$ cat src/rtl/inst_fetch_if.sv
// Fetch-side bus bundle for inst_fetch.
//   stall / branch_flag_i / branch_target_address_i : control from IF/ID and ID
//   rom_ce_o / rom_addr_o / rom_data_i               : instruction ROM port
//   if_pc_o / if_inst_o / if_valid_o                 : instruction presented to IF/ID
// master = fetch unit, slave = surrounding SOPC (ROM + pipeline).
interface inst_fetch_if;
  logic        stall;
  logic        branch_flag_i;
  logic [31:0] branch_target_address_i;
  logic        rom_ce_o;
  logic [31:0] rom_addr_o;
  logic [31:0] rom_data_i;
  logic [31:0] if_pc_o;
  logic [31:0] if_inst_o;
  logic        if_valid_o;

  modport master (
    input  stall, branch_flag_i, branch_target_address_i, rom_data_i,
    output rom_ce_o, rom_addr_o, if_pc_o, if_inst_o, if_valid_o
  );

  modport slave (
    output stall, branch_flag_i, branch_target_address_i, rom_data_i,
    input  rom_ce_o, rom_addr_o, if_pc_o, if_inst_o, if_valid_o
  );
endinterface

$ cat src/rtl/inst_fetch.sv
// Instruction-fetch front end: owns the PC, issues word reads to a
// one-cycle-latency ROM and buffers returned words in a 2-entry queue
// feeding IF/ID. Branch redirects from ID flush queued and in-flight fetches.
// Ports:
//   clk  - system clock, rising edge
//   rst  - synchronous reset, active-high
//   bus  - inst_fetch_if.master (control in, ROM port, IF/ID outputs)
module inst_fetch #(
  parameter logic [31:0] RESET_PC = 32'h0000_0000,
  parameter int unsigned DEPTH    = 2
) (
  input  logic          clk,
  input  logic          rst,
  inst_fetch_if.master  bus
);

  localparam int unsigned AW    = 32;
  localparam int unsigned CNT_W = $clog2(DEPTH + 1);
  localparam int unsigned IDX_W = $clog2(DEPTH);

  logic [AW-1:0]             pc, pc_n;
  logic [AW-1:0]             infl_pc, infl_pc_n;
  logic                      inflight, inflight_n;
  logic [CNT_W-1:0]          occ, occ_n, occ_p, room;
  logic [DEPTH-1:0][AW-1:0]  q_pc, q_pc_n;
  logic [DEPTH-1:0][AW-1:0]  q_inst, q_inst_n;
  logic                      pop, redirect, issue;

  // Handshake terms; stall reaches rom_ce_o combinationally so a pop frees
  // a slot for a new request in the same cycle.
  assign pop      = (occ != '0) & ~bus.stall;
  assign redirect = bus.branch_flag_i & ~bus.stall;
  assign room     = occ + CNT_W'(inflight) - CNT_W'(pop);
  assign issue    = ~rst & ~redirect & (room < CNT_W'(DEPTH));

  assign bus.rom_ce_o   = issue;
  assign bus.rom_addr_o = pc;
  assign bus.if_valid_o = (occ != '0);
  assign bus.if_pc_o    = q_pc[0];
  assign bus.if_inst_o  = q_inst[0];

  // Next-state: redirect flushes everything; otherwise shift on pop, then
  // append the returning ROM word behind whatever remains.
  always_comb begin
    pc_n       = pc;
    infl_pc_n  = infl_pc;
    inflight_n = inflight;
    occ_n      = occ;
    occ_p      = occ - CNT_W'(pop);
    q_pc_n     = q_pc;
    q_inst_n   = q_inst;

    if (redirect) begin
      pc_n       = bus.branch_target_address_i;
      inflight_n = 1'b0;
      occ_n      = '0;
    end else begin
      if (pop) begin
        for (int i = 0; i < int'(DEPTH) - 1; i++) begin
          q_pc_n[i]   = q_pc[i+1];
          q_inst_n[i] = q_inst[i+1];
        end
      end
      if (inflight) begin
        q_pc_n[occ_p[IDX_W-1:0]]   = infl_pc;
        q_inst_n[occ_p[IDX_W-1:0]] = bus.rom_data_i;
      end
      occ_n      = occ_p + CNT_W'(inflight);
      inflight_n = issue;
      if (issue) begin
        pc_n      = pc + AW'(4);
        infl_pc_n = pc;
      end
    end
  end

  // State register.
  always_ff @(posedge clk) begin
    if (rst) begin
      pc       <= RESET_PC;
      infl_pc  <= '0;
      inflight <= 1'b0;
      occ      <= '0;
      q_pc     <= '0;
      q_inst   <= '0;
    end else begin
      pc       <= pc_n;
      infl_pc  <= infl_pc_n;
      inflight <= inflight_n;
      occ      <= occ_n;
      q_pc     <= q_pc_n;
      q_inst   <= q_inst_n;
    end
  end

endmodule
$ cat src/flat_wrapper.sv
// flat-port wrapper written by rule: the top's interface ports become plain ports
module inst_fetch_flat 
#(
  parameter logic [31:0] RESET_PC = 32'h0000_0000,
  parameter int unsigned DEPTH    = 2
)
  (clk, rst, bus_stall, bus_branch_flag_i, bus_branch_target_address_i, bus_rom_data_i, bus_rom_ce_o, bus_rom_addr_o, bus_if_pc_o, bus_if_inst_o, bus_if_valid_o);
  inst_fetch_if bus_i ();
  input  logic clk;
  input  logic rst;
  input wire logic [$bits(bus_i.stall)-1:0] bus_stall;
  input wire logic [$bits(bus_i.branch_flag_i)-1:0] bus_branch_flag_i;
  input wire logic [$bits(bus_i.branch_target_address_i)-1:0] bus_branch_target_address_i;
  input wire logic [$bits(bus_i.rom_data_i)-1:0] bus_rom_data_i;
  output wire logic [$bits(bus_i.rom_ce_o)-1:0] bus_rom_ce_o;
  output wire logic [$bits(bus_i.rom_addr_o)-1:0] bus_rom_addr_o;
  output wire logic [$bits(bus_i.if_pc_o)-1:0] bus_if_pc_o;
  output wire logic [$bits(bus_i.if_inst_o)-1:0] bus_if_inst_o;
  output wire logic [$bits(bus_i.if_valid_o)-1:0] bus_if_valid_o;
  assign bus_i.stall = bus_stall;
  assign bus_i.branch_flag_i = bus_branch_flag_i;
  assign bus_i.branch_target_address_i = bus_branch_target_address_i;
  assign bus_i.rom_data_i = bus_rom_data_i;
  assign bus_rom_ce_o = bus_i.rom_ce_o;
  assign bus_rom_addr_o = bus_i.rom_addr_o;
  assign bus_if_pc_o = bus_i.if_pc_o;
  assign bus_if_inst_o = bus_i.if_inst_o;
  assign bus_if_valid_o = bus_i.if_valid_o;
  inst_fetch #(.RESET_PC(RESET_PC), .DEPTH(DEPTH)) u_core (.clk(clk), .rst(rst), .bus(bus_i));
endmodule
$ cat config.mk
export PLATFORM = sky130hd
export DESIGN_NAME = inst_fetch_flat
export DESIGN_NICKNAME = d
export VERILOG_FILES = /design/src/rtl/inst_fetch_if.sv /design/src/rtl/inst_fetch.sv /design/src/flat_wrapper.sv
export SDC_FILE = /design/constraint.sdc
export NUM_CORES = 1
export LEC_CHECK = 0
export CORE_ASPECT_RATIO = 1.25
export CORE_MARGIN = 5
export CORE_UTILIZATION = 47
export DETAILED_ROUTE_END_ITERATION = 10
export PLACE_DENSITY_LB_ADDON = 0.15
export SLEW_MARGIN = 40
export SYNTH_ARGS = -nofsm -noshare
export SYNTH_HDL_FRONTEND = slang
export SYNTH_SLANG_ARGS = --single-unit
$ cat constraint.sdc
create_clock -name clk -period 2.05 [get_ports clk]
set_input_delay 0.205 -clock clk [delete_from_list [all_inputs] [get_ports clk]]
set_output_delay 0.205 -clock clk [all_outputs]
set_load 0.02 [all_outputs]
# Yosys cells after proc, flatten, opt, wreduce, memory -nomap -nowiden
# Index checks and enable logic that the tools add are counted.
# Widths: inputs -> output; s select.
# totals
inputBits	68
regBits	195
out_inout_bits	98
word_cells	41
# op_classes
mux	12
n_addsub	5
n_bitwise	7
magnitude_cmp	3
reduce_logical	6
# ops
cell	count
$mux 32	9
$bwmux 64	2
$add 32x3->32 const B	1
$demux 32 s1	1
$add 2x1->2	2
$and 1x1->1	4
$reduce_and 2->1	2
$reduce_bool 2->1	2
$sub 2x1->2	2
$not 1->1	3
$lt 1x2->1 const B	1
$lt 2x2->1 const B	1
$reduce_or 2->1	1
$ge 1x1->1 const B	1
$logic_and 1x1->1	1

# Logic depth before layout (Yosys ltp)
# Gate-level depths: netlist of run 1.
# logic_depth
depth_word	9
depth_mapped	9
ltp_nobuf	7

# Worst setup path after synthesis of run 1
# OpenSTA, ideal clock, no wires.
# synth_path
path_type	register to register
from	register u_core.pc[7], in the netlist u_core.bus.rom_addr_o[7]
to	register u_core.pc[28], in the netlist u_core.bus.rom_addr_o[28]
setup_ns	0.124
required_time_ns	1.926
setup_slack_ns	-0.006
synth_period_minus_slack_ns	2.056
t_arrival_ns	1.932
stages_incl_launch_ff	7
path_buffers	1
path_cell_list	dfxtp_1 clkbuf_1 nand4_1 or4_1 nor3_2 and4_1 nor3_1
# synth_between
elab_chain_cells	3
# synth_rtl
item	line	source
start: declaration	inst_fetch.sv:21	logic [AW-1:0] pc, pc_n;
start signal: assignment	inst_fetch.sv:87	pc <= pc_n;
$add 32x3->32	inst_fetch.sv:71	pc_n = pc + AW'(4);
$mux 32	inst_fetch.sv:70	if (issue) begin
$mux 32	inst_fetch.sv:53	if (redirect) begin
# Every way passes these cells. The select of a mux whose other input is x is not followed.
# A chain may end at the register's enable or synchronous reset.

# Worst setup path after layout of run 1
# layout_path
from	register u_core.occ[1]
to	output port bus_if_valid_o
# layout_between
elab_chain_cells	1
# layout_rtl
item	line	source
start: declaration	inst_fetch.sv:24	logic [CNT_W-1:0] occ, occ_n, occ_p, room;
start signal: assignment	inst_fetch.sv:90	occ <= occ_n;
$reduce_bool 2->1	inst_fetch.sv:38	assign bus.if_valid_o = (occ != '0);
end: declaration	flat_wrapper.sv:19	output wire logic [$bits(bus_i.if_valid_o)-1:0] bus_if_valid_o;
# Every way passes these cells.

==> impl_metrics.env, run 1 <==
export IMPL_outcome="finished, final reports clean"
export IMPL_portBuffers=165
export IMPL_syn_avg_cell_area_um2=7.938
export IMPL_clk_path_buf_depth=2
export IMPL_period_share=0.9725
export IMPL_cts_root_buffer="clkbuf_16"
export IMPL_core_area_um2=17300
export IMPL_drc=0
export IMPL_fill_cells=1625
export IMPL_cts_sinks=195
export IMPL_synthDistinctLibCells=45
export IMPL_worst_pin_slew_ns=0.7012
export IMPL_slowest_stage="clkdlybuf4s50_1"
export IMPL_vias=7649
export IMPL_irDropWorstVdd_v=0.0005926
export IMPL_diodes=0
export IMPL_cts_tree="built"
export IMPL_hold_class="in2reg"
export IMPL_dr_pass1_iters=5
export IMPL_required_ns=1.85
export IMPL_slew_viol_final=0
export IMPL_cts_clk_slew_worst_paths_ns=0.07
export IMPL_synth_top_area_frac=0.4756
export IMPL_power_density_nw_per_um2=847.1
export IMPL_cp_top_family="buffers and inverters"
export IMPL_path_depth=3
export IMPL_synth_top_area_cell="dfxtp_1"
export IMPL_syn_nets=1104
export IMPL_grt_max_degree=94
export IMPL_pin_count=166
export IMPL_critPathArrivalTime_ns=1.79
export IMPL_critPathMaxFanout=4
export IMPL_synth_area_leaders="dfxtp_1, a21oi_1, nand2_1"
export IMPL_synth_main_ff_cell="dfxtp_1"
export IMPL_avgRoutedWirePerCell_um=16.80
export IMPL_slew_headroom=0.5326
export IMPL_critPathLaunchType="flop"
export IMPL_die_w_um=128.2
export IMPL_synth_warnings=0
export IMPL_fmax_mhz=501.6
export IMPL_layoutNonFillerInstCount=1368
export IMPL_path_class="reg2out"
export IMPL_finalWirelength_mm=22.98
export IMPL_antenna_found_initial=0
export IMPL_synthesis_area_um2=8208
export IMPL_grt_pass1_vias=7177
export IMPL_cts_hold_fix_buffers=0
export IMPL_final_common_cell="nand2_1"
export IMPL_setup_viol=0
export IMPL_synth_async_reset_ratio=0
export IMPL_grt_total_usage=0.2235
export IMPL_gp_congestion=0.8250
export IMPL_ys_ff_latch=195
export IMPL_htreeDepth=4
export IMPL_drive_gt1_frac=0.09878
export IMPL_critPathMaxStageDelay_ns=0.58
export IMPL_synth_seq_area_share=0.4756
export IMPL_drt_vias_per_instance=5.591
export IMPL_ant_nets=0
export IMPL_synth_cells=1034
export IMPL_max_cap_violations=0
export IMPL_finalSetupTns_ns=0
export IMPL_area_growth_pct=28.40
export IMPL_synth_edf_count=0
export IMPL_die_h_um=157.8
export IMPL_die_area_um2=20220
export IMPL_grt_overflow=0
export IMPL_initial_core_util=0.4745
export IMPL_final_cell_mix="nand2_1, dfxtp_1, a21oi_1, clkdlybuf4s50_1, o21ai_0"
export IMPL_leakagePower_uw=0.003690
export IMPL_fin_crit_ns=1.994
export IMPL_dp_hpwl_mm=14.94
export IMPL_critPathBufInv=2
export IMPL_drt_iter0_markers=522
export IMPL_cts_inserted_buffers=17
export IMPL_min_path_cells=3
export IMPL_rows=54
export IMPL_finalHoldViolCount=0
export IMPL_final_setup_skew_ns=0.01516
export IMPL_insertion_delay_ns=0.44
export IMPL_path_cells="buf_4 -> or2_2 -> clkdlybuf4s50_1"
export IMPL_dp_cells=1336
export IMPL_grt_pass1_wl_mm=36.80
export IMPL_nets=1203
export IMPL_reg2reg_depth=7
export IMPL_end_kind="output port"
==> repair_timing <==
item | CTS | global route
resized for setup | 5 | 8
setup endpoints to repair | 1 | 12
setup buffers | 0 | 2
pin swaps | 0 | 1
==> per-layer routing <==
| metal | wire [µm] | track usage |
|---|---|---|
| met1 | 10290 | 0.3017 |
| met2 | 11050 | 0.3645 |
| met3 | 1291 | 0.04286 |
| met4 | 347 | 0.06623 |
| met5 | 0 | 0 |
==> cell usage after synthesis (2+ instances only) <==
cell      instances
a211oi_1          7
a21o_1            2
a21oi_1         172
a311oi_1          5
a31oi_1          11
and3_1            8
and4_1            6
buf_1             3
buf_4            64
buf_6             3
clkbuf_1         77
dfxtp_1         195
ha_1              2
inv_1             3
nand2_1         212
nand2b_1          3
nand3_1          12
nand4_1          10
nor2_1           16
nor3_1           16
nor4_1            2
o21a_1            2
o21ai_0          97
o21ai_1           2
o22ai_1          64
o31ai_1           6
or2_2             2
or3_1             6
or4_1             7
xnor2_1           3
xor2_1            2
==> power by group <==
group / switching [µW] / leakage, µW / total, µW / internal (µW)
sequential: 136 / 0.00159 / 4120 / 3990
clock: 1440 / 0.000286 / 3390 / 1950
combinational: 756 / 0.00181 / 1410 / 654
total: 2340 / 0.00369 / 8930 / 6590
==> cell type report <==
cell class	instances	area (µm²)	area share
clock inverters	11	153.9	0.01460
well taps	224	280.3	0.02659
multi-input cells	688	3502	0.3323
flip-flops and latches	195	3910	0.3710
inverters	3	11.26	0.001068
clock buffers	19	442.9	0.04203
repair buffers	228	2238	0.2124
==> worst min-delay path, stage by stage <==
cell	delay, ns
buf_4	0.12
buf_4	0.21
a21oi_1	0.05
==> metrics by stage <==
stage               instance area, µm²  hold WS (ns)  utilization  power, µW  worst slack, ns
finish                           10540        0.1919       0.6093       8928          0.05630
global route                     10540        0.1990       0.6093       9301        -0.009802
CTS                              10500        0.1700       0.6072       8990          0.02109
detailed placement                9910        0.4467       0.5729       5617          -0.1445
global placement                  9906        0.4415       0.5727       5606          -0.1280
floorplan                         8209        0.3322            -       5033         0.003005
==> worst paths after layout <==
check                            startpoint                                     end  slack (ns)
max                u_core.occ[1]$_SDFF_PP0_                          bus_if_valid_o        0.06
min                                     rst            u_core.q_pc[51]$_SDFFE_PP0P_        0.19
max reg2reg      u_core.inflight$_SDFF_PP0_  u_core.bus.rom_addr_o[21]$_SDFFE_PP0P_        0.08
min reg2reg  u_core.q_inst[50]$_SDFFE_PP0P_          u_core.q_inst[50]$_SDFFE_PP0P_        0.45
==> cells by family after synthesis <==
group	count (synthesis)	share of synthesized area
and+or+nand+nor	304	0.1617
muxes	1	0.001220
AOI/OAI and AO/OA	376	0.2518
DFF	195	0.4756
xor gates and xnor gates	5	0.005336
buffers and inverters	151	0.1012
adders and majority gates	2	0.003048
==> sequential cells by signal, summed over array words and instances, names as in the netlist <==
signal,cells
u_core.bus.if_inst_o,32
u_core.bus.if_pc_o,32
u_core.bus.rom_addr_o,32
u_core.infl_pc,32
u_core.q_inst,32
u_core.q_pc,32
u_core.inflight,1
u_core.occ,2
No activity file was read; power rests on OpenSTA's default activity.
==> inputs of run 2 (changes only) <==
--- a/config.mk
+++ b/config.mk
@@ -9,6 +9,7 @@
 export CORE_MARGIN = 5
 export CORE_UTILIZATION = 47
 export DETAILED_ROUTE_END_ITERATION = 10
+export MAX_ROUTING_LAYER = met4
 export PLACE_DENSITY_LB_ADDON = 0.15
 export SLEW_MARGIN = 40
 export SYNTH_ARGS = -nofsm -noshare
==> run 2 against run 1 <==
  * Sequential power hardly changed
  * Largest power group unchanged
  * Global-route usage up 0.67 points
  * Flip-flop and latch count is the same
  * Cell count stayed put
  * First-iteration DRC count is 5.7% higher
==> impl_metrics.env, run 2 (synthesis results as in run 1) <==
export IMPL_leakagePower_uw=0.003690
export IMPL_power_density_nw_per_um2=846.7
export IMPL_fmax_mhz=501.9
export IMPL_place_ws_ns=-0.1445
export IMPL_insertion_delay_ns=0.43
export IMPL_nets=1203
export IMPL_path_depth=3
export IMPL_grt_pass1_vias=7172
export IMPL_cts_root_buffer="clkbuf_16"
export IMPL_switchingPower_uw=2330
export IMPL_outcome="finished, final reports clean"
export IMPL_initial_core_util=0.4745
export IMPL_grt_total_usage=0.2303
export IMPL_switching_share=0.2611
export IMPL_finalWorstSetupSlack_ns=0.05756
export IMPL_path_class="reg2out"
export IMPL_critPathMaxFanout=4
export IMPL_p_clk_frac=0.380
export IMPL_final_setup_skew_ns=0.01151
export IMPL_clk_path_buf_depth=2
export IMPL_cts_inserted_buffers=17
export IMPL_vias=7648
export IMPL_finalWirelength_mm=22.99
export IMPL_critPathCapture="bus_if_valid_o"
export IMPL_end_kind="output port"
export IMPL_critPathArrivalTime_ns=1.79
export IMPL_gp_congestion=0.8375
export IMPL_worstSetupStartpoint="u_core.occ[1]$_SDFF_PP0_"
export IMPL_p_seq_frac=0.462
export IMPL_path_cells="buf_4 -> or2_2 -> clkdlybuf4s50_1"
export IMPL_drc=0
export IMPL_diodes=0
export IMPL_finalSetupTns_ns=0
export IMPL_power_frac_comb=0.158
export IMPL_critPathLaunchType="flop"
export IMPL_r2r_setup_slack_ns=0.07
export IMPL_worst_pin_slew_ns=0.7205
export IMPL_rows=54
export IMPL_critPathMaxStageDelay_ns=0.58
export IMPL_setup_viol=0
export IMPL_critPathBufInv=2
export IMPL_grt_overflow=0
export IMPL_dr_pass1_iters=5
export IMPL_core_area_um2=17300
export IMPL_ant_nets=0
export IMPL_die_h_um=157.8
export IMPL_area_growth_pct=28.40
export IMPL_fin_crit_ns=1.992
export IMPL_htreeDepth=4
export IMPL_portBuffers=165
export IMPL_pin_count=166
export IMPL_final_common_cell="nand2_1"
export IMPL_slew_headroom=0.5197
export IMPL_timing_rr_end="u_core.bus.rom_addr_o[21]$_SDFFE_PP0P_"
export IMPL_drive_gt1_frac=0.09878
export IMPL_finalHoldViolCount=0
export IMPL_cts_sinks=195
export IMPL_cp_top_family="buffers and inverters"
export IMPL_final_cell_mix="nand2_1, dfxtp_1, a21oi_1, clkdlybuf4s50_1, o21ai_0"
export IMPL_drt_iter0_markers=552
export IMPL_grt_pass1_wl_mm=36.77
export IMPL_irDropWorstVdd_v=0.0005891
export IMPL_required_ns=1.85
export IMPL_slew_viol_final=0
export IMPL_dp_hpwl_mm=14.94
export IMPL_antenna_found_initial=0
export IMPL_avgRoutedWirePerCell_um=16.81
export IMPL_hold_class="in2reg"
export IMPL_reg2reg_depth=7
export IMPL_die_w_um=128.2
export IMPL_drt_vias_per_instance=5.591
export IMPL_period_share=0.9719
export IMPL_p_int_uw=6593
export IMPL_timing_rr_start="u_core.inflight$_SDFF_PP0_"
export IMPL_grt_max_degree=94
export IMPL_slowest_stage="clkdlybuf4s50_1"
export IMPL_max_cap_violations=0
export IMPL_cts_clk_slew_worst_paths_ns=0.07
export IMPL_die_area_um2=20220
export IMPL_cts_tree="built"
run 2: worst min-delay path by stage:
stage	to	slack, ns	depth (start not counted)	start
after CTS	u_core.q_pc[51]$_SDFFE_PP0P_	0.17	3	rst
after global routing	u_core.q_pc[51]$_SDFFE_PP0P_	0.20	3	rst
after detailed placement	u_core.q_inst[36]$_SDFFE_PP0P_	0.45	2	u_core.q_inst[36]$_SDFFE_PP0P_
after global placement	u_core.q_pc[40]$_SDFFE_PP0P_	0.44	2	u_core.q_pc[40]$_SDFFE_PP0P_
final	u_core.infl_pc[19]$_SDFFE_PP0P_	0.20	3	rst
after floorplan	u_core.bus.rom_addr_o[6]$_SDFFE_PP0P_	0.33	2	bus_branch_target_address_i[6]
run 2: worst reg2reg max path: stages, from the launching register on:
cell and delay (ns):
dfxtp_2 0.34, a21oi_2 0.14, and3b_2 0.23, or3_1 0.39, buf_6 0.15, buf_2 0.17
or3_1 0.35, a31oi_1 0.15
run 2: stage by stage:
step / std cells / power [µW] / hold WS (ns) / util / instance area (µm²)
3_5_place_dp: 1336 / 5617 / 0.4467 / 0.5729 / 9910
6_report: 1368 / 8923 / 0.1954 / 0.6093 / 10540
4_1_cts: 1366 / 8990 / 0.1700 / 0.6072 / 10500
2_1_floorplan: 1034 / 5033 / 0.3322 / - / 8209
5_1_grt: 1368 / 9302 / 0.1971 / 0.6093 / 10540
3_3_place_gp: 1336 / 5606 / 0.4415 / 0.5727 / 9906
run 2: power groups by stage:
stage                     Clock (µW)  Sequential (µW)  Combinational [µW]
after global placement             0             4200                1400
final                           3390             4120                1410
after CTS                       3450             4120                1420
after global routing            3630             4150                1520
after floorplan                    0             4230                 803
after detailed placement           0             4200                1410
run 2: what timing repair did:
item | in CTS | in global routing
hold buffers | 0 | 0
setup endpoints to repair | 1 | 12
gates resized for setup | 5 | 8
hold endpoints to repair | 0 | 0
gates cloned | 0 | 0
setup buffers | 0 | 2
pin swaps | 0 | 1
run 2: metal layers:
layer | vias up | global-route usage | wire (µm)
li1 | 3789 | - | -
met1 | 3606 | 0.3045 | 10300
met2 | 239 | 0.3660 | 11220
met3 | 14 | 0.04185 | 1281
met4 | 0 | 0.05865 | 187
met5 | - | - | 0
run 2: final cells by class:
type	instances	area, µm²
tap	224	280.3
multi-input combinational	688	3502
clock buffer	19	442.9
sequential	195	3910
timing repair buffer	228	2238
inverter	3	11.26
clock inverter	11	153.9
fill	1625	6758
